### src/rtl/stream_demux_pkg.sv
// Shared types and constants for the stream demultiplexer.
package stream_demux_pkg;

    // Occupancy of a one-entry channel slot.
    typedef enum logic {
        EMPTY = 1'b0,
        FULL  = 1'b1
    } slot_state_t;

    // Width of the discarded-beat counter.
    localparam int DROP_CNT_W = 8;

    // Increment that sticks at the all-ones value instead of wrapping.
    function automatic logic [DROP_CNT_W-1:0] sat_inc(input logic [DROP_CNT_W-1:0] v);
        return (&v) ? v : v + 1'b1;
    endfunction

endpackage

### src/rtl/demux_slot.sv
// One-entry output register for a single demux channel. A load always
// wins over a drain, so load+drain in the same edge keeps the slot full
// with the new payload.
module demux_slot
    import stream_demux_pkg::*;
#(
    parameter int DATA_W = 8
) (
    input  logic              clk,
    input  logic              rst_n,
    input  logic              load,
    input  logic [DATA_W-1:0] load_data,
    input  logic              drain_rdy,
    output logic              out_valid,
    output logic [DATA_W-1:0] out_data,
    output logic              free
);

    slot_state_t       state_q, state_d;
    logic [DATA_W-1:0] data_q, data_d;

    // Next-state: load takes priority; drain empties only a full slot.
    always_comb begin
        state_d = state_q;
        data_d  = data_q;
        if (load) begin
            state_d = FULL;
            data_d  = load_data;
        end else if (state_q == FULL && drain_rdy) begin
            state_d = EMPTY;
        end
    end

    // Slot registers; reset clears both occupancy and payload.
    always_ff @(posedge clk or negedge rst_n) begin
        if (!rst_n) begin
            state_q <= EMPTY;
            data_q  <= '0;
        end else begin
            state_q <= state_d;
            data_q  <= data_d;
        end
    end

    assign out_valid = (state_q == FULL);
    assign out_data  = data_q;
    // Free this cycle if empty, or if the current beat leaves at this edge.
    assign free      = (state_q == EMPTY) || drain_rdy;

endmodule

### src/rtl/stream_demux.sv
// Valid/ready stream demultiplexer: routes each input beat to one channel
// (or to all channels on broadcast) through per-channel one-entry slots.
// Beats addressed to a non-existent channel are accepted and dropped.
module stream_demux
    import stream_demux_pkg::*;
#(
    parameter  int DATA_W = 8,
    parameter  int NUM_CH = 8,
    localparam int SEL_W  = (NUM_CH > 1) ? $clog2(NUM_CH) : 1
) (
    input  logic                     clk,
    input  logic                     rst_n,
    input  logic                     in_valid,
    output logic                     in_ready,
    input  logic [DATA_W-1:0]        in_data,
    input  logic [SEL_W-1:0]         in_sel,
    input  logic                     in_bcast,
    output logic [NUM_CH-1:0]        out_valid,
    input  logic [NUM_CH-1:0]        out_ready,
    output logic [NUM_CH*DATA_W-1:0] out_data,
    output logic                     err_sel,
    output logic [DROP_CNT_W-1:0]    drop_cnt
);

    logic [NUM_CH-1:0]       free;
    logic [(1<<SEL_W)-1:0]   free_pad;
    logic [NUM_CH-1:0]       load;
    logic [31:0]             sel_ext;
    logic                    sel_ok;
    logic                    accept;
    logic                    drop;

    logic                    err_sel_q, err_sel_d;
    logic [DROP_CNT_W-1:0]   drop_cnt_q, drop_cnt_d;

    assign sel_ext = 32'(in_sel);
    assign sel_ok  = sel_ext < 32'(NUM_CH);

    // Pad the free vector to the full select range so any in_sel indexes safely.
    always_comb begin
        free_pad               = '0;
        free_pad[NUM_CH-1:0]   = free;
    end

    // Input handshake; in_ready never looks at in_valid.
    always_comb begin
        if (in_bcast) begin
            in_ready = &free;
        end else if (sel_ok) begin
            in_ready = free_pad[in_sel];
        end else begin
            in_ready = 1'b1;
        end
    end

    assign accept = in_valid && in_ready;
    assign drop   = in_valid && !in_bcast && !sel_ok;

    // Per-channel load strobes from the accepted beat.
    always_comb begin
        load = '0;
        for (int k = 0; k < NUM_CH; k++) begin
            load[k] = accept && (in_bcast || (sel_ok && sel_ext == 32'(k)));
        end
    end

    genvar g;
    generate
        for (g = 0; g < NUM_CH; g++) begin : g_slot
            demux_slot #(
                .DATA_W (DATA_W)
            ) u_slot (
                .clk       (clk),
                .rst_n     (rst_n),
                .load      (load[g]),
                .load_data (in_data),
                .drain_rdy (out_ready[g]),
                .out_valid (out_valid[g]),
                .out_data  (out_data[g*DATA_W +: DATA_W]),
                .free      (free[g])
            );
        end
    endgenerate

    // Error pulse and saturating drop count for discarded beats.
    always_comb begin
        err_sel_d  = drop;
        drop_cnt_d = drop ? sat_inc(drop_cnt_q) : drop_cnt_q;
    end

    // Error/drop status registers.
    always_ff @(posedge clk or negedge rst_n) begin
        if (!rst_n) begin
            err_sel_q  <= 1'b0;
            drop_cnt_q <= '0;
        end else begin
            err_sel_q  <= err_sel_d;
            drop_cnt_q <= drop_cnt_d;
        end
    end

    assign err_sel  = err_sel_q;
    assign drop_cnt = drop_cnt_q;

endmodule

### config.mk
export PLATFORM = sky130hd
export DESIGN_NAME = stream_demux
export DESIGN_NICKNAME = d
export VERILOG_FILES = /design/src/rtl/stream_demux_pkg.sv /design/src/rtl/demux_slot.sv /design/src/rtl/stream_demux.sv
export SDC_FILE = /design/constraint.sdc
export NUM_CORES = 1
export LEC_CHECK = 0
export BUFFER_PORTS_ARGS = -buffer_cell sky130_fd_sc_hd__buf_2
export CAP_MARGIN = 15
export CORE_UTILIZATION = 45
export DETAILED_ROUTE_END_ITERATION = 8
export GPL_ROUTABILITY_DRIVEN = 1
export GPL_TIMING_DRIVEN = 0
export PLACE_DENSITY = 0.8
export SYNTH_ARGS = -nofsm -noshare
export SYNTH_HDL_FRONTEND = slang
export SYNTH_SLANG_ARGS = --single-unit
export TNS_END_PERCENT = 30
### constraint.sdc
create_clock -name clk -period 1.65 [get_ports clk]
set_input_delay 0.0825 -clock clk [delete_from_list [all_inputs] [get_ports clk]]
set_output_delay 0.0825 -clock clk [all_outputs]
set_load 0.03 [all_outputs]
# Word level (Yosys, flattened, before mapping)
# Index checks and enable logic that the tools add are counted.
# word_totals
register_bits	81
latchBits	0
ramBits	0
rom_bits	0
in_bits	23
output_inout_bits	82
n_memories	0
# classes
addsub	1
n_mul	0
n_div	0
n_lt_le_gt_ge	2
eq_ne	7
n_shift	0
n_mux	20
bitwise_logic	9
n_reduce_logical	57
# op_table
operator	n
$logic_not 32->1	1
$logic_and 1x1->1	27
$mux 1	19
$logic_or 1x1->1	16
$reduce_and 8->1	2
$reduce_bool 2->1	8
$eq 3x3->1 const B	4
$not 1->1	9
$add 8x1->8 const B	1
$lt 3x4->1 const B	2
$eq 3x2->1 const B	2
$bmux 1 s3	1
$eq 3x1->1 const B	1
$logic_not 1->1	2
$reduce_and 2->1	1

# Logic depth before layout (Yosys ltp)
# Gate-level depths: netlist (run 1).
# logic_depth
depth_word	9
ltp_mapped	7
depth_no_buf	4

# Hierarchy
# A second synthesis (run 1) with hierarchy kept.
# hier_totals
cells_unflattened	206
hier_area_um2	3326.9
# modules_own_cells
module	instances	cells_each	area_per_inst_um2	seq_area_each_um2
demux_slot	8	20	369.1	225.2
stream_demux	1	46	374.1	0.0

# Worst setup path after synthesis (run 1)
# OpenSTA, ideal clock, no wires.
# synth_path
path_kind	reg2out
from	reg g_slot[7].u_slot.state_q
to	out in_ready
arrival_time_ns	1.694
t_required_ns	1.567
path_slack_ns	-0.127
stages_incl_launch_ff	5
n_path_buf	0
path_cell_list	dfrtp_1 nor2b_1 mux4_2 mux2_2 o21ai_1
# synth_via
elab_chain_cells	6
word_cells_on_any_way	7
# synth_lines
element	line	source
from (decl)	demux_slot.sv:19	slot_state_t state_q, state_d;
from (signal assigned)	demux_slot.sv:40	state_q <= state_d;
$not 1->1 (*)	demux_slot.sv:48	assign free = (state_q == EMPTY) || drain_rdy;
$logic_or 1x1->1 (*)	demux_slot.sv:48	
$bmux 1 s3	stream_demux.sv:50	in_ready = free_pad[in_sel];
$mux 1 (implied by the code)	stream_demux.sv:50	
$mux 1	stream_demux.sv:49	end else if (sel_ok) begin
$mux 1 (*)	stream_demux.sv:47	if (in_bcast) begin
to (decl)	stream_demux.sv:14	output logic in_ready,
# Every way passes the cells marked *; elsewhere a longest branch is shown, timed or not. The select of a mux whose other input is x is not followed.

# Worst setup path after layout (run 1)
# Ends and elaborated chain as after synthesis.

==> impl_metrics.csv, run 1 <==
group,metric,value,unit
outcome,outcome,"finished with violations",
outcome,violations,"setup timing",
power,power.density,1960,nW/um^2
timing,final.period_utilization,121,%
clock_tree,cts_max_level,3,
critical_path,rrSetupSlack,-130,ps
global_routing,overflow,0,
timing,rsz0062_at_grt,"true",
logic_synthesis,synth-compound-area-share,15.7,%
logic_synthesis,synth-xor-area-share,0,%
floorplanning,dieArea,8680,um^2
finish,stdcell_count,590,
clock_tree,root_buffer,"clkbuf_8",
critical_path,worstPathMaxFanout,5,
logic_synthesis,synthMuxAreaShare,1.51,%
finish,fin_area,4640,um^2
finish,area_delta_synth_final,24.1,%
route,ant_nets,0,
clock_tree,cts_tree,"yes",
timing,setup_viol,31,
clock_tree,cts_buffers,9,
clock_tree,clk_pin_slew,80,ps
timing,finalWorstSetupSlack,-341,ps
floorplanning,start_util,47.4,%
placed_design,gp_congestion,0.853,
floorplanning,fp.dieW,93.2,um
route,drt_first_pass_iters,4,
min_path,min_path_type,"in2reg",
global_routing,grt_max_degree,73,
timing,slew_viol_final,0,
clock_tree,clkSinkCount,72,
logic_synthesis,synth-seq-cells,72,
power,irDropWorstVdd,1.20,mV
min_path,worstHoldPathCells,3,
placed_design,placed_cells,569,
logic_synthesis,syn_area,3740,um^2
logic_synthesis,synth.yosys.seq_area_share,48.2,%
min_path,worstHoldStart,"out_ready[1]",
critical_path,required,1570,ps
timing,finalHoldViolCount,0,
logic_synthesis,synth_fa_ha_area_share,0,%
route,first_iter_violations,210,
critical_path,r2r-end,"g_slot[7].u_slot.out_data[7]",
clock_tree,cts_buffer_depth,2,
critical_path,cp-startpoint,"g_slot[7].u_slot.out_valid",
global_routing,grt_first_pass_wirelength,15800,um
critical_path,rr_worst_depth,7,
power,p_leak,2.24,nW
timing,worst_slew_pin_slew,922,ps
route,drc,0,
min_path,hold_end,"g_slot[1].u_slot.out_valid",
logic_synthesis,syn_avg_cell_area,10.0,um^2
timing,max_freq,502,MHz
critical_path,arrival,1910,ps
logic_synthesis,synth_top_family_by_area,"simple AND/OR/NAND/NOR gates",
logic_synthesis,syn_inst,372,
global_routing,grt_antenna_before_repair,0,
placed_design,place_hpwl,6920,um
floorplanning,fp.coreArea,7890,um^2
critical_path,path_class,"reg2out",
logic_synthesis,synthSimpleGateAreaFrac,26.8,%
timing,skew,12.3,ps
critical_path,cp-start-kind,"flop",
global_routing,grt_usage,24.1,%
global_routing,grt_pass1_vias,3040,
route,avgViaCountPerCell,5.43,
floorplanning,ios,105,
timing,min_period,1990,ps
finish,nets,506,
logic_synthesis,ys_warn_count,0,
placed_design,port_buffers,87,
flow_run,maxCapViolations,0,
critical_path,end_kind,"output pin",
route,wl,10100,um
floorplanning,dieHeight,93.2,um
route,drt-wirelength-per-cell,17.1,um
finish,drive_above_1_share,38.1,%
placed_design,placed_cell_area,4340,um^2
logic_synthesis,synth.distinct_cells,29,
timing,slew_headroom,38.5,%
finish,num_antenna_cells,0,
critical_path,r2r-start,"g_slot[4].u_slot.out_valid",
clock_tree,clock_latency,370,ps
floorplanning,std_cell_rows,32,
route,vias,3205,
timing,tns,-2960,ps
## what timing repair did
item                                    4_1_cts  5_1_grt
gates resized for setup                      14        3
hold buffers                                  1        0
pin swaps                                     1        0
hold endpoints to repair                     72        0
endpoints found under the setup margin       70       72
buffers inserted                              2        2
## final cells by class
| cell class | instances | area [um^2] |
|---|---|---|
| fill | 688 | 3250 |
| sequential | 72 | 1800 |
| clock inverter | 7 | 78.8 |
| timing repair buffer | 92 | 484 |
| tap | 102 | 128 |
| multi-input combinational | 263 | 1720 |
| buffer | 45 | 305 |
| clock buffer | 9 | 124 |
## flip-flops by register name, indices dropped and copies added (netlist names)
| name | flops |
|---|---|
| g_slot.u_slot.out_data | 64 |
| g_slot.u_slot.out_valid | 8 |
## synthesized netlist by cell type, drive strengths merged
library cell,number,area share (%)
nand3,9,1.2
mux2,1,0.30
nand2,129,13
nand4,9,4.7
conb,1,0.10
mux4,2,1.2
o21ai,1,0.13
dfrtp,72,48
nor3,3,0.80
nand2b,6,1.0
nor3b,2,0.67
nor4,3,1.0
clkbuf,8,0.80
nor2,1,0.10
or4,1,0.20
nand3b,1,0.30
buf,37,7.0
nor2b,10,1.7
and2,1,0.23
and3,4,0.67
o211ai,64,16
or3,7,1.2
## through the flow
stage / total power [W] / utilization, % / worst slack, ps / hold slack [ps]
floorplan: 0.00623 / - / 19.0 / -213
global placement: 0.00744 / 55.0 / -116 / 417
detailed placement: 0.00754 / 55.0 / -145 / 271
CTS: 0.00907 / 58.5 / -341 / 70.9
global route: 0.00952 / 58.8 / -388 / 102
finish: 0.00909 / 58.8 / -341 / 87.8
## metal layers
metal	track usage, %	share of wire [%]	vias to the layer above
met5	0	0	-
met4	9.36	1.8	0
met3	4.96	7.0	20
met2	38.7	49	144
met1	32.1	43	1544
li1	-	-	1497
## cell usage in the layout (no fill, tap or decap)
cell type / n
nand2b_1: 6
dfrtp_1: 72
nand2_1: 129
nand4_4: 8
or4_1: 1
buf_1: 6
inv_6: 2
mux2_2: 1
nor2b_2: 1
or3_1: 7
o211ai_2: 20
nor3_2: 3
dlygate4sd3_1: 1
buf_4: 25
nand3b_2: 1
buf_8: 1
o211ai_1: 44
conb_1: 9
o21ai_2: 1
clkinv_2: 1
bufinv_16: 1
nor2b_4: 5
clkinv_4: 3
buf_6: 7
nor4_2: 3
nand3_1: 9
nor3b_2: 2
nand4_1: 1
clkbuf_8: 9
and3_1: 4
nor2b_1: 4
mux4_2: 2
clkbuf_1: 8
nor2_1: 1
and2_4: 1
buf_2: 89
## how the worst max path moves through the flow
stage	endpoint	slack, ps	cells past startpoint
finish	in_ready	-340	5
global placement	g_slot[2].u_slot.out_data[7]	-120	7
detailed placement	g_slot[7].u_slot.out_data[7]	-140	7
floorplan	in_ready	20	4
CTS	in_ready	-340	5
global route	in_ready	-390	5
## power by group
part           leakage (nW)  switching, W  total [W]  internal (W)
Clock                 0.104      0.000748    0.00146      0.000714
Sequential            0.898      0.000518    0.00311       0.00260
Combinational          1.24       0.00304    0.00451       0.00147
Total                  2.24       0.00431    0.00909       0.00478
## kinds of logic after synthesis
logic type	count (synthesis)
muxes	3
and+or+nand+nor	186
DFF	72
buffers and inverters	45
other	1
AOI/OAI and AO/OA	65
## worst max-delay path, stage by stage, from the launching register on
cell and delay, ps:
dfrtp_1 380, nor2b_4 150, mux4_2 460, mux2_2 280
o21ai_2 130, buf_6 150
(Power assumes the default switching activity.)
==> run 2, diff against run 1 <==
PLACE_DENSITY = 0.77   (was 0.8)
RECOVER_POWER = 50   (was unset)
clock period = 2 ns   (was 1.65 ns; I/O delays follow)
==> impl_metrics.csv, run 2 (synthesized netlist as in run 1, its figures left out) <==
group,metric,value,unit
outcome,outcome,"complete, no violations",
timing,final.period_utilization,99.8,%
critical_path,r2r-end,"g_slot[4].u_slot.out_data[1]",
critical_path,critical-path-top-delay-family,"multiplexers",
clock_tree,clk_pin_slew,80,ps
route,drt-wirelength-per-cell,17.5,um
critical_path,cp-start-kind,"flop",
finish,mostFrequentLayoutCell,"nand2_1",
route,vias,3325,
clock_tree,cts_buffer_depth,2,
critical_path,r2r-start,"g_slot[7].u_slot.out_valid",
global_routing,overflow,0,
clock_tree,root_buffer,"clkbuf_8",
route,wl_met1,4380,um
route,avgViaCountPerCell,5.59,
global_routing,grt_max_degree,73,
floorplanning,ios,105,
critical_path,end_kind,"output pin",
clock_tree,clock_latency,360,ps
critical_path,cp-startpoint,"g_slot[3].u_slot.out_valid",
critical_path,required,1900,ps
global_routing,grt_first_pass_wirelength,15900,um
critical_path,arrival,1900,ps
timing,min_period,2000,ps
finish,area_delta_synth_final,23.9,%
timing,slew_viol_final,0,
global_routing,grt_usage,24.6,%
timing,finalHoldViolCount,0,
power,power.density,1620,nW/um^2
route,drt_first_pass_iters,5,
floorplanning,start_util,47.4,%
placed_design,placed_cells,569,
critical_path,crit_chain,"nor2b_4, mux4_2, mux2_4, o21ai_2, buf_6",
timing,skew,9.29,ps
finish,largest_reg_flops,64,
placed_design,gp_congestion,0.816,
finish,fin_area,4630,um^2
route,highest_layer,"met4",
critical_path,path_class,"reg2out",
timing,max_freq,501,MHz
flow_run,maxCapViolations,0,
critical_path,path_buf_inv,1,
timing,setup_viol,0,
floorplanning,fp.dieW,93.2,um
timing,slew_headroom,34.8,%
power,p_leak,2.06,nW
critical_path,rrSetupSlack,230,ps
floorplanning,std_cell_rows,32,
timing,worst_slew_pin_slew,978,ps
clock_tree,cts_buffers,9,
placed_design,placed_cell_area,4330,um^2
power,finalPower,0.00749,W
critical_path,worstPathMaxFanout,3,
route,wl_met2,4960,um
route,wl,10400,um
floorplanning,dieHeight,93.2,um
timing,worst_hold_slack,97.2,ps
critical_path,cp_num_cells,5,
finish,nets,511,
route,drc,0,
min_path,min_path_type,"in2reg",
global_routing,grt_pass1_vias,3093,
finish,final_cell_mix,"129 x nand2_1, 76 x clkbuf_1, 72 x dfrtp_1",
finish,num_antenna_cells,0,
critical_path,rr_worst_depth,7,
route,ant_nets,0,
floorplanning,fp.coreArea,7890,um^2
critical_path,crit_end,"in_ready",
finish,stdcell_count,595,
global_routing,grt_antenna_before_repair,0,
floorplanning,dieArea,8680,um^2
clock_tree,clkSinkCount,72,
clock_tree,cts_tree,"yes",
finish,drive_above_1_share,25.4,%
placed_design,place_hpwl,7000,um
placed_design,port_buffers,87,
clock_tree,cts_max_level,3,
route,first_iter_violations,223,
critical_path,crit_slowest_cell,"mux4_2",
power,irDropWorstVdd,0.990,mV
timing,rsz0062_at_grt,"true",
route,wl_met3,797,um
critical_path,cp_slowest_stage_delay,460,ps
==> run 2: changes by cell type in the layout (fill, tap and decap cells not counted), sizes merged <==
cell | previous run | this run
inv | 2 | 3
clkbuf | 17 | 86
bufinv | 1 | 2
buf | 128 | 64
clkinv | 4 | 2
==> run 2: timing repair <==
action                     4_1_cts  5_1_grt
hold endpoints to repair        72        0
hold buffers                     1        0
pin swaps                        1        1
gates resized for setup         17        4
setup endpoints to repair        1        1
setup buffers                    5        4
==> run 2: layer usage <==
layer	up-vias	GRT usage [%]
li1	1507	-
met1	1612	32.5
met2	179	39.3
met3	27	5.04
met4	0	10.3
met5	-	0
==> run 2: worst min path at each step <==
stage / startpoint / to / cells after the start
after global placement: out_ready[3] / g_slot[3].u_slot.out_valid / 3
final: out_ready[3] / g_slot[3].u_slot.out_valid / 3
after floorplan: rst_n / g_slot[0].u_slot.out_data[0] / 0
after CTS: out_ready[2] / g_slot[2].u_slot.out_valid / 3
after global routing: out_ready[3] / g_slot[3].u_slot.out_valid / 3
after detailed placement: rst_n / g_slot[5].u_slot.out_valid / 1
==> run 2: layout make-up <==
cell class	count	area, um^2
plain buffers	45	298
clock buffers	9	124
clock inverters	7	103
fillers	693	3260
multi-input cells	263	1740
flip-flops and latches	72	1800
well taps	102	128
repair buffers	97	437
==> run 2: worst min-delay path, delay by kind of cell <==
kind	cells	cell delay, ps
buffers and inverters	1	110
AND/OR/NAND/NOR	2	200
==> run 2: report_power, final <==
group	internal (W)	switching (W)
Combinational	0.00105	0.00253
Sequential	0.00214	0.000448
Clock	0.000719	0.000605
Total	0.00391	0.00358
==> run 2: through the flow <==
stage / utilization, % / TNS (ps) / setup slack [ps]
final: 58.7 / 0 / 4.03
after global routing: 58.7 / -39.7 / -39.7
after floorplan: - / 0 / 206
after CTS: 59.2 / -20.5 / -20.5
after global placement: 54.9 / 0 / 239
after detailed placement: 54.9 / 0 / 236
